===== src/rtl/alu_issue_ctrl_if.sv =====
// Issue/result bundle between an instruction source, alu_issue_ctrl and its external ALU.
// The slave modport is the controller's view; the master modport is the environment's view.
interface alu_issue_ctrl_if;
    logic        in_valid;
    logic        in_ready;
    logic [31:0] instr;
    logic [31:0] rs_data;
    logic [31:0] rt_data;
    logic [2:0]  alu_ctr;
    logic [31:0] alu_a;
    logic [31:0] alu_b;
    logic [31:0] alu_out;
    logic        alu_zero;
    logic        res_valid;
    logic        res_ready;
    logic [31:0] res_data;
    logic        res_zero;
    logic        res_illegal;
    logic        res_taken;

    modport slave (
        input  in_valid, instr, rs_data, rt_data, alu_out, alu_zero, res_ready,
        output in_ready, alu_ctr, alu_a, alu_b, res_valid, res_data, res_zero,
        output res_illegal, res_taken
    );

    modport master (
        output in_valid, instr, rs_data, rt_data, alu_out, alu_zero, res_ready,
        input  in_ready, alu_ctr, alu_a, alu_b, res_valid, res_data, res_zero,
        input  res_illegal, res_taken
    );
endinterface


===== src/rtl/alu_issue_ctrl.sv =====
// MIPS ALU issue controller: decode, drive an external ALU for one cycle, hold the result.
// Define ALU_ISSUE_BRANCH_EN to decode beq/bne and report res_taken.
module alu_issue_ctrl (
    input  logic           clk,
    input  logic           rst_n,
    alu_issue_ctrl_if.slave bus
);
    typedef enum logic [1:0] {StIdle, StExec, StDone} state_e;

    state_e      state_q, state_d;
    logic [5:0]  opcode, funct;
    logic [15:0] imm;
    logic [31:0] imm_ext;
    logic        dec_illegal, dec_use_imm, dec_zext;
    logic [2:0]  dec_ctr;
    logic        accept;

    logic [2:0]  alu_ctr_q;
    logic [31:0] alu_a_q, alu_b_q;
    logic        illegal_q;
    logic [31:0] res_data_q;
    logic        res_zero_q, res_illegal_q;

    // Register-number fields are not needed; operand values arrive on rs_data/rt_data.
    logic unused_instr;
    assign unused_instr = ^bus.instr[25:16];

    assign opcode  = bus.instr[31:26];
    assign funct   = bus.instr[5:0];
    assign imm     = bus.instr[15:0];
    assign imm_ext = dec_zext ? {16'h0000, imm} : {{16{imm[15]}}, imm};
    assign accept  = (state_q == StIdle) && bus.in_valid;

`ifdef ALU_ISSUE_BRANCH_EN
    logic dec_beq, dec_bne, beq_q, bne_q, res_taken_q;
`endif

    always_comb begin
        dec_illegal = 1'b0;
        dec_use_imm = 1'b1;
        dec_zext    = 1'b0;
        dec_ctr     = 3'b000;
`ifdef ALU_ISSUE_BRANCH_EN
        dec_beq     = 1'b0;
        dec_bne     = 1'b0;
`endif
        case (opcode)
            6'b000000: begin
                dec_use_imm = 1'b0;
                case (funct)
                    6'b100000: dec_ctr = 3'b000;
                    6'b100001: dec_ctr = 3'b001;
                    6'b100101: dec_ctr = 3'b010;
                    6'b100010: dec_ctr = 3'b100;
                    6'b100011: dec_ctr = 3'b101;
                    6'b101010: dec_ctr = 3'b110;
                    6'b101011: dec_ctr = 3'b111;
                    default:   dec_illegal = 1'b1;
                endcase
            end
            6'b001000: dec_ctr = 3'b000;
            6'b001001: dec_ctr = 3'b001;
            6'b001101: begin
                dec_ctr  = 3'b011;
                dec_zext = 1'b1;
            end
            6'b001010: dec_ctr = 3'b110;
            6'b001011: dec_ctr = 3'b111;
`ifdef ALU_ISSUE_BRANCH_EN
            6'b000100: begin
                dec_ctr     = 3'b100;
                dec_use_imm = 1'b0;
                dec_beq     = 1'b1;
            end
            6'b000101: begin
                dec_ctr     = 3'b101;
                dec_use_imm = 1'b0;
                dec_bne     = 1'b1;
            end
`endif
            default: dec_illegal = 1'b1;
        endcase
        if (dec_illegal) begin
            dec_ctr = 3'b000;
        end
    end

    always_comb begin
        state_d = state_q;
        case (state_q)
            StIdle:  if (bus.in_valid) state_d = StExec;
            StExec:  state_d = StDone;
            StDone:  if (bus.res_ready) state_d = StIdle;
            default: state_d = StIdle;
        endcase
    end

    always_ff @(posedge clk) begin
        if (!rst_n) begin
            state_q       <= StIdle;
            alu_ctr_q     <= 3'b000;
            alu_a_q       <= 32'h0;
            alu_b_q       <= 32'h0;
            illegal_q     <= 1'b0;
            res_data_q    <= 32'h0;
            res_zero_q    <= 1'b0;
            res_illegal_q <= 1'b0;
        end else begin
            state_q <= state_d;
            if (accept) begin
                alu_ctr_q <= dec_ctr;
                alu_a_q   <= bus.rs_data;
                alu_b_q   <= dec_use_imm ? imm_ext : bus.rt_data;
                illegal_q <= dec_illegal;
            end
            // Illegal instructions still run through EXEC but report a forced zero result.
            if (state_q == StExec) begin
                res_data_q    <= illegal_q ? 32'h0 : bus.alu_out;
                res_zero_q    <= illegal_q ? 1'b1 : bus.alu_zero;
                res_illegal_q <= illegal_q;
            end
        end
    end

`ifdef ALU_ISSUE_BRANCH_EN
    always_ff @(posedge clk) begin
        if (!rst_n) begin
            beq_q       <= 1'b0;
            bne_q       <= 1'b0;
            res_taken_q <= 1'b0;
        end else begin
            if (accept) begin
                beq_q <= dec_beq;
                bne_q <= dec_bne;
            end
            if (state_q == StExec) begin
                res_taken_q <= (beq_q & bus.alu_zero) | (bne_q & ~bus.alu_zero);
            end
        end
    end
    assign bus.res_taken = res_taken_q;
`else
    assign bus.res_taken = 1'b0;
`endif

    assign bus.in_ready    = (state_q == StIdle);
    assign bus.res_valid   = (state_q == StDone);
    assign bus.alu_ctr     = alu_ctr_q;
    assign bus.alu_a       = alu_a_q;
    assign bus.alu_b       = alu_b_q;
    assign bus.res_data    = res_data_q;
    assign bus.res_zero    = res_zero_q;
    assign bus.res_illegal = res_illegal_q;
endmodule

===== src/flat_wrapper.sv =====
// flat-port wrapper written by rule: the top's interface ports become plain ports
module alu_issue_ctrl_flat 
  (clk, rst_n, bus_in_valid, bus_instr, bus_rs_data, bus_rt_data, bus_alu_out, bus_alu_zero, bus_res_ready, bus_in_ready, bus_alu_ctr, bus_alu_a, bus_alu_b, bus_res_valid, bus_res_data, bus_res_zero, bus_res_illegal, bus_res_taken);
  alu_issue_ctrl_if bus_i ();
  input  logic clk;
  input  logic rst_n;
  input wire logic [$bits(bus_i.in_valid)-1:0] bus_in_valid;
  input wire logic [$bits(bus_i.instr)-1:0] bus_instr;
  input wire logic [$bits(bus_i.rs_data)-1:0] bus_rs_data;
  input wire logic [$bits(bus_i.rt_data)-1:0] bus_rt_data;
  input wire logic [$bits(bus_i.alu_out)-1:0] bus_alu_out;
  input wire logic [$bits(bus_i.alu_zero)-1:0] bus_alu_zero;
  input wire logic [$bits(bus_i.res_ready)-1:0] bus_res_ready;
  output wire logic [$bits(bus_i.in_ready)-1:0] bus_in_ready;
  output wire logic [$bits(bus_i.alu_ctr)-1:0] bus_alu_ctr;
  output wire logic [$bits(bus_i.alu_a)-1:0] bus_alu_a;
  output wire logic [$bits(bus_i.alu_b)-1:0] bus_alu_b;
  output wire logic [$bits(bus_i.res_valid)-1:0] bus_res_valid;
  output wire logic [$bits(bus_i.res_data)-1:0] bus_res_data;
  output wire logic [$bits(bus_i.res_zero)-1:0] bus_res_zero;
  output wire logic [$bits(bus_i.res_illegal)-1:0] bus_res_illegal;
  output wire logic [$bits(bus_i.res_taken)-1:0] bus_res_taken;
  assign bus_i.in_valid = bus_in_valid;
  assign bus_i.instr = bus_instr;
  assign bus_i.rs_data = bus_rs_data;
  assign bus_i.rt_data = bus_rt_data;
  assign bus_i.alu_out = bus_alu_out;
  assign bus_i.alu_zero = bus_alu_zero;
  assign bus_i.res_ready = bus_res_ready;
  assign bus_in_ready = bus_i.in_ready;
  assign bus_alu_ctr = bus_i.alu_ctr;
  assign bus_alu_a = bus_i.alu_a;
  assign bus_alu_b = bus_i.alu_b;
  assign bus_res_valid = bus_i.res_valid;
  assign bus_res_data = bus_i.res_data;
  assign bus_res_zero = bus_i.res_zero;
  assign bus_res_illegal = bus_i.res_illegal;
  assign bus_res_taken = bus_i.res_taken;
  alu_issue_ctrl u_core (.clk(clk), .rst_n(rst_n), .bus(bus_i));
endmodule

===== config.mk =====
export PLATFORM = sky130hd
export DESIGN_NAME = alu_issue_ctrl_flat
export DESIGN_NICKNAME = d
export VERILOG_FILES = /design/src/rtl/alu_issue_ctrl_if.sv /design/src/rtl/alu_issue_ctrl.sv /design/src/flat_wrapper.sv
export SDC_FILE = /design/constraint.sdc
export NUM_CORES = 1
export LEC_CHECK = 0
export BUFFER_PORTS_ARGS = -buffer_cell sky130_fd_sc_hd__buf_2
export CAP_MARGIN = 20
export CELL_PAD_IN_SITES_DETAIL_PLACEMENT = 0
export CELL_PAD_IN_SITES_GLOBAL_PLACEMENT = 1
export CORE_ASPECT_RATIO = 0.8
export CORE_UTILIZATION = 28
export DETAILED_ROUTE_END_ITERATION = 7
export HOLD_SLACK_MARGIN = 0.02
export MAX_ROUTING_LAYER = met4
export PLACE_DENSITY_LB_ADDON = 0.1
export SYNTH_ARGS = -nofsm -noshare
export SYNTH_HDL_FRONTEND = slang
export SYNTH_SLANG_ARGS = --single-unit

===== constraint.sdc =====
create_clock -name clk -period 1.29 [get_ports clk]
set_input_delay 0.1935 -clock clk [delete_from_list [all_inputs] [get_ports clk]]
set_output_delay 0.1935 -clock clk [all_outputs]
set_load 0.1 [all_outputs]

==> results_dict.tcl <==
set metrics [dict create \
    status "finished, violations left" \
    violations "negative setup slack" \
    io_pins 237 \
    cp.arrival_ns 1.15 \
    syn-mean-instance-area_um2 8.45 \
    required_ns 1.10 \
    fin_ws_ns -0.0525 \
    overflow 0 \
    postSynthCellCount 510 \
    drt_iter0_drc 159 \
    worst_setup_path_start_kind "flip-flop" \
    clkTransAtPathRegs_ns 0.07 \
    ant_nets 0 \
    rr_endpoint "u_core.bus.alu_b[10]" \
    track_usage 0.175 \
    dieWidth_um 141 \
    async_flop_share 0 \
    tns_ns -0.431 \
    htree_levels 3 \
    synth_area_um2 4310 \
    cts_made_buffers 9 \
    vdd_drop_max_mv 0.751 \
    rows 40 \
    synth_ff_type "dfxtp_1" \
    grt_pass1_vias 4149 \
    critPathSlowestCell "dfxtp_2" \
    antenna_found_initial 0 \
    drtPass1Iterations 4 \
    whs_path_depth 3 \
    dieArea_um2 15900 \
    diodes 0 \
    maxCapViolCount 0 \
    die-height_um 113 \
    maxSlewViolCount 0 \
    hold_viol 0 \
    yosysWarnings 0 \
    gp_congestion 0.783 \
    wl_per_cell_um 14.9 \
    syn_to_final_growth_pct 59.1 \
    critPathKind "reg2out" \
    synth-edff-count 0 \
    core_area_um2 15000 \
    leakage_uw 0.00314 \
    fin_skew_ns 0.00607 \
    crit_path_cell_trace "buf_6 -> nor2b_4 -> buf_12" \
    drcViolationCount 0 \
    dp.cells 912 \
    max_freq_ghz 0.745 \
    tritoncts "built" \
    nNetsFinal 876 \
    cts.path.max_buffers 2 \
    holdCritStartpoint "bus_rs_data[31]" \
    vias 4377 \
    ys_seq_area_frac 0.483 \
    finalSetupViolCount 17 \
    grt_setup_unrepaired "true" \
    slowest_delay_ns 0.36 \
    holdPathEnd "u_core.bus.alu_a[31]" \
    fin_crit_sh 1.04 \
    worstRegToRegCells 6 \
    ys_ff_latch 104 \
    start_util 0.287 \
    drive_above_1_share 0.418 \
    cts-root-buf "clkbuf_16" \
    grt_max_degree 42 \
    timing.rr.start "u_core.state_q[1]" \
    portBuffers 225 \
    hold_class "in2reg" \
    drt_wl_total_mm 13.9 \
    min_period_ns 1.34 \
    post-dp-hpwl_mm 9.58 \
    cp-end-kind "output pin" \
    clk_latency_ns 0.35 \
    cts.sinks 104 \
    syn-num-nets 643 \
    instances_no_fill 935 \
    reg2reg_slack_ns -0.04 \
    pwr_density_cell_nw_per_um2 1380 \
    via_per_inst 4.68 \
    grt_first_pass_wirelength_mm 21.3 \
    final_util 0.457 \
    critPathMaxFanout 3 \
    synth.distinct_cells 38 \
]
critical path: cells and delay by family (launching register included):
kind,cells,cell delay (ns)
and+or+nand+nor,1,0.15
DFF,1,0.36
buffers and inverters,2,0.28
power breakdown:
| group | internal (uW) | total (uW) | switching, uW |
|---|---|---|---|
| registers | 3420 | 3540 | 121 |
| clock network | 1730 | 2930 | 1200 |
| logic | 866 | 2990 | 2120 |
| total | 6020 | 9460 | 3440 |
Yosys cell counts (2+ instances only):
library cell / instances / area (um2)
a21boi_0: 65 / 488
nor2b_1: 4 / 25.0
buf_2: 13 / 65.1
inv_1: 3 / 11.3
a21oi_1: 18 / 90.1
nand3b_1: 33 / 248
o211a_1: 17 / 170
o21ai_0: 20 / 100
and3_1: 4 / 25.0
and2_1: 3 / 18.8
clkbuf_1: 28 / 105
nand3_1: 14 / 70.1
nand2_1: 150 / 563
dfxtp_1: 104 / 2080
nand2b_1: 4 / 25.0
nor3_1: 2 / 10.0
o211ai_1: 2 / 15.0
nor2_1: 6 / 22.5
stage by stage:
step,setup slack [ns],power [uW],hold WS [ns],area [um2]
6_report,-0.0525,9460,0.0749,6860
5_1_grt,-0.0980,9850,0.0698,6860
4_1_cts,-0.0859,9430,0.0602,6590
3_5_place_dp,-0.315,6330,0.445,6030
3_3_place_gp,-0.243,6300,0.440,6030
2_1_floorplan,-0.362,5610,0.332,4370
cell families after synthesis:
kind of cell    after synthesis  synth area share
simple gates                226             0.247
compound gates              132             0.222
flops                       104             0.483
buf+inv                      46            0.0450
mux                           1           0.00261
other cells                   1          0.000870
how the worst max path moves through the flow:
stage / startpoint / endpoint / slack, ns / depth (start not counted)
after floorplan: u_core.state_q[0] / u_core.bus.alu_ctr[2] / -0.36 / 6
after global placement: bus_instr[26] / u_core.bus.alu_b[25] / -0.24 / 5
after detailed placement: bus_instr[26] / u_core.bus.alu_b[20] / -0.32 / 5
after CTS: u_core.state_q[1] / bus_res_valid / -0.09 / 3
after global routing: u_core.state_q[1] / bus_res_valid / -0.1 / 3
final: u_core.state_q[1] / bus_res_valid / -0.05 / 3
state kept, by name (all words and copies together) (netlist names):
| register | flops |
|---|---|
| u_core.bus.alu_a | 32 |
| u_core.bus.alu_b | 32 |
| u_core.bus.alu_ctr | 3 |
| u_core.bus.res_data | 32 |
| u_core.bus.res_illegal | 1 |
| u_core.bus.res_zero | 1 |
| u_core.illegal_q | 1 |
| u_core.state_q | 2 |
repair_timing:
item                       CTS  global route
cloned                       0             5
buffers inserted             0             4
pin swaps                    1             4
gates resized for setup     98            65
setup endpoints to repair  117            49
hold buffers                 0             0
placed cells by master, fill, tap and decap left out, types with 6 or more instances in the layout:
cell type,instances
o211a_1,17
o21ai_2,6
buf_2,122
a21oi_1,18
a21boi_1,34
o21ai_0,9
nand3_2,8
buf_4,112
nand2_1,149
nand3b_1,33
a21boi_0,31
buf_12,23
clkbuf_16,12
dfxtp_1,101
layout make-up:
class	instances	area [um2]
timing repair buffer	265	2050
fill	1513	8160
inverter	3	11.3
tap	189	236
sequential	104	2090
clock buffer	11	243
clock inverter	3	67.6
multi-input combinational	360	2160
metal layers:
| layer | track usage | up-vias | wire length, um |
|---|---|---|---|
| li1 | - | 2195 | - |
| met1 | 0.224 | 2031 | 6690 |
| met2 | 0.267 | 139 | 6230 |
| met3 | 0.0487 | 12 | 843 |
| met4 | 0.0587 | 0 | 165 |
| met5 | - | - | 0 |
Note: power is estimated with default switching activity, not from simulation.
